<file path="src/rtl/load_scoreboard.sv">
// load_scoreboard: decode-stage scoreboard for loads in flight to the LSU.
// Each pending bit marks a destination register that a load will write
// later. Decode stalls on a read or overwrite of such a register.
// Optional feature macro: WB_BYPASS_EN. When it is defined, a response or
// kill releases its register for the hazard check in the same cycle.
//
// Handshake: RespValid and KillValid are single-cycle strobes and have no
// ready signal. The scoreboard consumes them on every rising edge. A strobe
// that names a register with no pending bit changes no state and sets the
// sticky SpuriousResp flag.
module load_scoreboard #(
    parameter int MAX_OUTSTANDING = 4,
    parameter int CNT_W           = 3
) (
    input  logic             clk,
    input  logic             rst,
    input  logic [4:0]       RS1_D,
    input  logic [4:0]       RS2_D,
    input  logic             RS1UsedD,
    input  logic             RS2UsedD,
    input  logic [4:0]       RD_D,
    input  logic             RegWriteD,
    input  logic             LoadD,
    input  logic             IssueValidD,
    input  logic             RespValid,
    input  logic [4:0]       RespRD,
    input  logic             KillValid,
    input  logic [4:0]       KillRD,
    output logic             StallF,
    output logic             StallD,
    output logic             FlushE,
    output logic [31:0]      Pending,
    output logic [CNT_W-1:0] Outstanding,
    output logic             SbFull,
    output logic             SpuriousResp
);

    logic [31:0]      pending_q;
    logic [CNT_W-1:0] cnt_q;
    logic             spur_q;

    logic [31:0]      clr_mask;
    logic [31:0]      set_mask;
    logic [31:0]      eff;
    logic [1:0]       clr_cnt;
    logic             resp_hit;
    logic             kill_hit;
    logic             spur_now;
    logic             full;
    logic             hazard;
    logic             accept;
    logic [CNT_W-1:0] cnt_d;

    // Release mask from responses and kills that hit pending registers.
    // Strobes that hit nothing, and a response and kill that name the same
    // register, are flagged as spurious.
    always_comb begin
        resp_hit = RespValid & pending_q[RespRD];
        kill_hit = KillValid & pending_q[KillRD];
        clr_mask = ({32{resp_hit}} & (32'd1 << RespRD)) |
                   ({32{kill_hit}} & (32'd1 << KillRD));
        clr_mask[0] = 1'b0;
        if (resp_hit && kill_hit && (RespRD != KillRD))
            clr_cnt = 2'd2;
        else if (resp_hit || kill_hit)
            clr_cnt = 2'd1;
        else
            clr_cnt = 2'd0;
        spur_now = (RespValid & ~pending_q[RespRD]) |
                   (KillValid & ~pending_q[KillRD]) |
                   (RespValid & KillValid & (RespRD == KillRD));
    end

`ifdef WB_BYPASS_EN
    // A register released this cycle is already visible through the
    // register-file write-through, so it no longer blocks decode.
    assign eff = pending_q & ~clr_mask;
`else
    assign eff = pending_q;
`endif

    assign full = (cnt_q == CNT_W'(MAX_OUTSTANDING));

    // Hazard detection on RAW, WAW and a load that finds no free slot.
    // Accept a load once decode is clear of all of these.
    always_comb begin
        hazard = IssueValidD & (
                 (RS1UsedD  & (RS1_D != 5'd0) & eff[RS1_D]) |
                 (RS2UsedD  & (RS2_D != 5'd0) & eff[RS2_D]) |
                 (RegWriteD & (RD_D  != 5'd0) & eff[RD_D])  |
                 (LoadD & full & ~(|clr_mask)));
        accept   = IssueValidD & LoadD & RegWriteD & (RD_D != 5'd0) & ~hazard;
        set_mask = accept ? (32'd1 << RD_D) : 32'd0;
        cnt_d    = cnt_q + CNT_W'(accept) - CNT_W'(clr_cnt);
    end

    // Scoreboard state. A set wins over a clear of the same register.
    always_ff @(posedge clk or negedge rst) begin
        if (!rst) begin
            pending_q <= 32'd0;
            cnt_q     <= '0;
            spur_q    <= 1'b0;
        end else begin
            pending_q <= ((pending_q & ~clr_mask) | set_mask) & ~32'd1;
            cnt_q     <= cnt_d;
            spur_q    <= spur_q | spur_now;
        end
    end

    // Stalls are combinational and held low for as long as reset is low.
    assign StallF       = hazard & rst;
    assign StallD       = hazard & rst;
    assign FlushE       = hazard & rst;
    assign Pending      = pending_q;
    assign Outstanding  = cnt_q;
    assign SbFull       = full;
    assign SpuriousResp = spur_q;

endmodule

</file>
<file path="config.mk">
export PLATFORM = sky130hd
export DESIGN_NAME = load_scoreboard
export DESIGN_NICKNAME = d
export VERILOG_FILES = /design/src/rtl/load_scoreboard.sv
export SDC_FILE = /design/constraint.sdc
export NUM_CORES = 1
export LEC_CHECK = 0
export ABC_AREA = 1
export BUFFER_PORTS_ARGS = -buffer_cell sky130_fd_sc_hd__buf_2
export CAP_MARGIN = 20
export CORE_MARGIN = 1
export CORE_UTILIZATION = 50
export DETAILED_ROUTE_END_ITERATION = 12
export GPL_TIMING_DRIVEN = 0
export PLACE_DENSITY = 0.81
export SLEW_MARGIN = 20
export SYNTH_ARGS = -nofsm -noshare
export SYNTH_HDL_FRONTEND = slang
export SYNTH_SLANG_ARGS = --single-unit
</file>
<file path="constraint.sdc">
create_clock -name clk -period 5.1 [get_ports clk]
set_clock_uncertainty 0.15 [all_clocks]
set_input_delay 0.255 -clock clk [delete_from_list [all_inputs] [get_ports clk]]
set_output_delay 0.255 -clock clk [all_outputs]
set_load 0.005 [all_outputs]
</file>
* After elaboration in Yosys (flattened, before gate mapping)
Cells that the tools add are included.
** Storage, ports and cells
- Flip-flop bits (word level) :: 35
- Bits of input ports :: 34
- Word-level logic and storage cells :: 72
** Cells by class
- $add $sub $neg :: 2
- Magnitude comparators :: 5
- Equal/unequal tests :: 3
- Shifts and indexed selects :: 3
- Multiplexer cells :: 13
- Bitwise logic cells :: 36
- Reductions and logical operators :: 7
** Operators by type and width (number)
- 32-bit bitwise AND :: 3
- 1-bit by 5-bit left shift with 32-bit output (first input constant) :: 3
- 32-bit OR :: 2
- 32-bit 2-to-1 mux :: 1
- 32-bit inverter :: 1
- 31-bit OR reduction :: 1
- 5-bit by 6-bit less-than comparator with 1-bit output (second input constant) :: 5
- 1-bit binary-select mux with 5-bit select :: 5
- 1-bit bitwise AND :: 20
- 5-bit nonzero test :: 3
- 1-bit 2-to-1 mux :: 6
- 1-bit OR :: 6
- 5-bit == test :: 1
- 5-bit != test :: 1
- 1-bit inverter :: 4
- 3-bit by 1-bit adder with 3-bit output :: 1
- 3-bit == test (second input constant) :: 1
- 3-bit by 2-bit subtractor with 3-bit output :: 1
- 1-bit logical AND :: 2
- 2-bit 2-to-1 mux :: 1
- 1-bit logical OR :: 1

* Logic depth before layout (Yosys ltp)
- Word-level depth :: 14
- Gate-level depth with buffers :: 22
- Mapped depth without buffers :: 21

* Worst setup path before layout
OpenSTA, ideal clock, no wires.
- Path kind :: input to register
- Start :: input KillRD[0]
- End :: register cnt_q[2], in the netlist Outstanding[2]
- Arrival time :: 2453 ps
- Path slack :: 2375 ps
- Stages :: 18
- Buffers on the path :: 3
- Path through :: buf_4 -> buf_4 -> nand2_1 -> nand2_1 -> nand2_1 -> nand3_1 -> nand3_1 -> nand3_1 -> nand3_2 -> inv_2 -> buf_4 -> o21a_1 -> ha_1 -> inv_1 -> ha_1 -> inv_1 -> fa_1 -> xnor2_1
** Between the ends
- Longest elaborated chain between the ends :: 14
- Elaborated cells on any way between the ends :: 21
- Those cells by class :: 2 x add/sub; 1 x eq/ne; 1 x shift; 4 x mux; 9 x bitwise; 4 x reduce/logical
** Ends and longest elaborated chain
- start, declared :: line 28 : input logic [4:0] KillRD,
- 1-bit binary-select mux with 5-bit select :: line 59 : kill_hit = KillValid & pending_q[KillRD];
- 1-bit 2-to-1 mux (implied by the code) :: line 59
- 1-bit bitwise AND :: line 59
- 32-bit bitwise AND :: line 61 : ({32{kill_hit}} & (32'd1 << KillRD));
- 32-bit OR :: line 60 : clr_mask = ({32{resp_hit}} & (32'd1 << RespRD)) |
- 31-bit OR reduction :: line 91 : (LoadD & full & ~(|clr_mask)));
- 1-bit inverter :: line 91
- 1-bit bitwise AND :: line 91
- 1-bit OR :: line 90 : (RegWriteD & (RD_D != 5'd0) & eff[RD_D]) |
- 1-bit bitwise AND :: line 87 : hazard = IssueValidD & (
- 1-bit inverter :: line 92 : accept = IssueValidD & LoadD & RegWriteD & (RD_D != 5'd0) & ~hazard;
- 1-bit bitwise AND :: line 92
- 3-bit by 1-bit adder with 3-bit output :: line 94 : cnt_d = cnt_q + CNT_W'(accept) - CNT_W'(clr_cnt);
- 3-bit by 2-bit subtractor with 3-bit output (*) :: line 94
- via cnt_d[2] :: line 52 : logic [CNT_W-1:0] cnt_d;
- end signal, assigned :: line 105 : cnt_q <= cnt_d;
- end, declared :: line 39 : logic [CNT_W-1:0] cnt_q;
Mark *: on every way through the listed nets, which the timed path passes. The rest lies on a longest branch. The select of a mux whose other input is x is not followed.

* Worst setup path in the final report
- Start :: register pending_q[16], in the netlist Pending[16]
- End :: register cnt_q[2], in the netlist Outstanding[2]
** Between the ends
- Longest elaborated chain between the ends :: 14
- Elaborated cells on any way between the ends :: 34
- Those cells by class :: 2 x add/sub; 12 x mux; 16 x bitwise; 4 x reduce/logical
** Ends and longest elaborated chain
- start, declared :: line 38 : logic [31:0] pending_q;
- start signal, assigned :: line 104 : pending_q <= ((pending_q & ~clr_mask) | set_mask) & ~32'd1;
- 1-bit binary-select mux with 5-bit select, on equally long branches :: line 58, 59
- 1-bit 2-to-1 mux, on equally long branches :: line 58, 59
- 1-bit bitwise AND, on equally long branches :: line 58, 59
- 32-bit bitwise AND, on equally long branches :: line 60, 61
- 32-bit OR :: line 60
- 31-bit OR reduction :: line 91
- 1-bit inverter :: line 91
- 1-bit bitwise AND :: line 91
- 1-bit OR :: line 90
- 1-bit bitwise AND :: line 87
- 1-bit inverter :: line 92
- 1-bit bitwise AND :: line 92
- 3-bit by 1-bit adder with 3-bit output :: line 94
- 3-bit by 2-bit subtractor with 3-bit output (*) :: line 94
- via cnt_d[2] :: line 52
Marked as above.

==> qor.csv <==
stage;metric;value;unit
grt;use_met3;7.42;%
cells_and_area;drive_gt1_share;14.9;%
route;ant_nets;0;
status;status;finished, final reports clean;
cells_and_area;nFillCells;901;
timing;tightestPinTransition;0.812;ns
placement;numPortBuffers;62;
clock_network;cts_tree;done;
route;drtIter0Drc;660;
clock_network;cts_buffer_depth;2;
die;io_pins;74;
die;initial_core_util;52.2;%
grt;grt-ovfl-total;0;
grt;grt_use_total;41.6;%
timing;finalCritPeriodShare;62.6;%
power;total_power;1.03;mW
timing;hold_violations;0;
clock_network;cts_hold_buf;1;
worst_setup_path;rr_startpoint;Pending[16];
worst_setup_path;endpoint_kind;register;
timing;final.setup.tns;0;ns
grt;met2_usage;64.3;%
worst_setup_path;arrival;3.22;ns
worst_setup_path;reg2reg_depth;18;
die;dieArea;0.00903;mm2
clock_network;cts_resized;0;
clock_network;root_buffer;clkbuf_8;
route;route.detailed.drc;0;
logic_synthesis;synth_seq_cells;35;
cells_and_area;area_delta_synth_final;12.4;%
logic_synthesis;syn_nets;811;
route;wl;18400;um
clock_network;numCtsBuffers;5;
min_path;worstHoldStart;KillValid;
cells_and_area;nets;881;
placement;place_inst;940;
grt;grt_max_degree;37;
timing;fmax;0.313;GHz
grt;grt-busiest-layer;met2;
timing;slew_headroom;45.8;%
clock_network;clk_pin_slew;0.07;ns
cells_and_area;final_core_util;58.6;%
timing;period_minus_slack;3.19;ns
worst_setup_path;startpoint_type;register;
logic_synthesis;yosysSeqAreaShare;20.2;%
die;die_y;95.1;um
grt;grt_first_pass_wirelength;27700;um
min_path;hold_path_class;input pin to register;
worst_setup_path;ff2ff_setup_slack;1.91;ns
route;vias;5865;
logic_synthesis;synthCells;773;
worst_setup_path;criticalPathCategory;register to register;
clock_network;post_cts_buffers;0;
timing;whs;0.107;ns
logic_synthesis;avgSynthCellArea;5.60;um2
cells_and_area;layout_commonest_cell;nand2_1;
grt;grt_antenna_before_repair;0;
worst_setup_path;r2r-end;Outstanding[2];
worst_setup_path;critPathMaxFanout;5;
placement;place_congestion;1.04;
die;die-width;95.1;um
cells_and_area;final_cells;949;
power;ir_worst_vdd;0.000274;V
timing;rsz0062_at_grt;false;
logic_synthesis;synth.distinct_cells;36;
min_path;min_to;SpuriousResp;
min_path;whs_path_depth;3;
route;drt-vias-per-instance;6.18;
die;fp-row-count;33;
grt;grt_pass1_vias;5170;
run;cap_violations;0;
timing;setup_violations;0;
placement;hpwlAfterDp;13900;um
clock_network;clk_latency;0.29;ns
grt;grt_util_met1;54.9;%
route;firstDrtPassIters;5;
cells_and_area;layout_common_cells;nand2_1, nand3_1, nor2_1;
power;p_leak;2.41;nW
timing;drv_slew;0;
power;p_per_area;211;mW/mm2
clock_network;cts.sinks;35;
cells_and_area;diodes;0;
worst_setup_path;worstPathRequired;5.12;ns
route;wl_per_cell;19.4;um
logic_synthesis;yosys_warnings;0;
logic_synthesis;syn_area;0.00433;mm2
clock_network;htree_num_levels;2;
die;fp.coreArea;0.00830;mm2
worst max path at each step:
| stage | startpoint | endpoint | slack (ns) | cells past startpoint |
|---|---|---|---|---|
| final | Pending[16] | Outstanding[2] | 1.91 | 18 |
| after global routing | Pending[13] | Outstanding[2] | 1.61 | 18 |
| after CTS | Pending[16] | Outstanding[2] | 1.93 | 18 |
| after detailed placement | KillRD[2] | Outstanding[2] | 1.89 | 16 |
| after global placement | KillRD[4] | Outstanding[2] | 1.92 | 14 |
| after floorplan | KillRD[0] | Outstanding[2] | 2.37 | 18 |
stage by stage:
stage | setup WS, ns | instance area, um2
2_1_floorplan | 2.37 | 4330
5_1_grt | 1.61 | 4870
6_report | 1.91 | 4870
4_1_cts | 1.93 | 4870
3_5_place_dp | 1.89 | 4770
3_3_place_gp | 1.92 | 4770
cells in the mapped netlist:
| library cell | count | share of area [%] |
|---|---|---|
| fa_1 | 1 | 0.46 |
| inv_2 | 11 | 0.95 |
| buf_4 | 15 | 2.6 |
| nand4_1 | 32 | 4.6 |
| o211ai_1 | 7 | 1.2 |
| buf_6 | 7 | 1.8 |
| nor4_1 | 5 | 0.72 |
| nor2_4 | 1 | 0.26 |
| nand2_4 | 2 | 0.52 |
| nand3_2 | 3 | 0.69 |
| nand2_1 | 205 | 18 |
| o41ai_1 | 1 | 0.20 |
| a21boi_1 | 1 | 0.17 |
| nor3_1 | 27 | 3.1 |
| nor2_2 | 2 | 0.29 |
| nand2_2 | 4 | 0.58 |
| buf_1 | 2 | 0.17 |
| o21ai_1 | 2 | 0.23 |
| o21a_1 | 1 | 0.17 |
| o2111ai_1 | 1 | 0.20 |
| inv_1 | 56 | 4.9 |
| clkinv_1 | 3 | 0.26 |
| inv_4 | 1 | 0.14 |
| xnor2_1 | 2 | 0.40 |
| ha_1 | 3 | 0.87 |
| clkbuf_1 | 19 | 1.6 |
| nor3b_1 | 1 | 0.17 |
| dfrtp_1 | 35 | 20 |
| nor2_1 | 97 | 8.4 |
| o21ai_0 | 15 | 1.7 |
| nand3_1 | 186 | 22 |
| and2_1 | 1 | 0.14 |
| o22ai_1 | 3 | 0.43 |
| buf_2 | 11 | 1.3 |
| conb_1 | 1 | 0.087 |
| a21oi_1 | 9 | 1.0 |
sequential cells by signal, summed over array words and instances, names as in the netlist:
signal / count
Pending: 31
Outstanding: 3
SpuriousResp: 1
worst max-delay path, cell delays in order (launching register included):
cell     delay (ns)
dfrtp_1        0.40
inv_1          0.26
o21ai_0        0.12
nand2_1        0.08
nand3_1        0.07
nor2_1         0.13
nand2_1        0.06
nand3_1        0.11
nand2_1        0.12
nor2_4         0.21
nand2_1        0.07
nand2_1        0.08
nand2_1        0.10
ha_1           0.31
inv_1          0.06
ha_1           0.13
inv_1          0.05
fa_1           0.43
xnor2_1        0.14
layout make-up:
cell class              count  area, um2  area share, %
repair buffers             63        320           6.58
clock buffers               6       72.6           1.49
well taps                 105        131           2.70
multi-input cells         613       2860           58.8
flip-flops and latches     35        876           18.0
plain buffers              54        325           6.69
clock inverters             2       12.5          0.257
inverters                  71        269           5.53
cell families after synthesis:
kind of cell / Yosys count / share of synthesized area, %
XOR/XNOR: 2 / 0.405
adder cells (fa/ha/maj): 4 / 1.33
AND/OR/NAND/NOR: 566 / 58.8
flip-flops: 35 / 20.2
buffers and inverters: 125 / 13.7
other: 1 / 0.0866
AO/OA/AOI/OAI: 40 / 5.40
power by group:
part	leakage [nW]	internal [mW]	switching (mW)
Clock	0.0412	0.0955	0.106
Combinational	1.90	0.159	0.282
Sequential	0.468	0.315	0.0712
Total	2.41	0.569	0.459
per-layer routing:
layer	wire length, um	up-vias	part of all wire [%]
met1	7050	2677	38
met3	2090	75	11
li1	-	2711	-
met4	1130	0	6.1
met2	8090	402	44
met5	0	-	0
No activity file was read; power rests on OpenSTA's default activity.
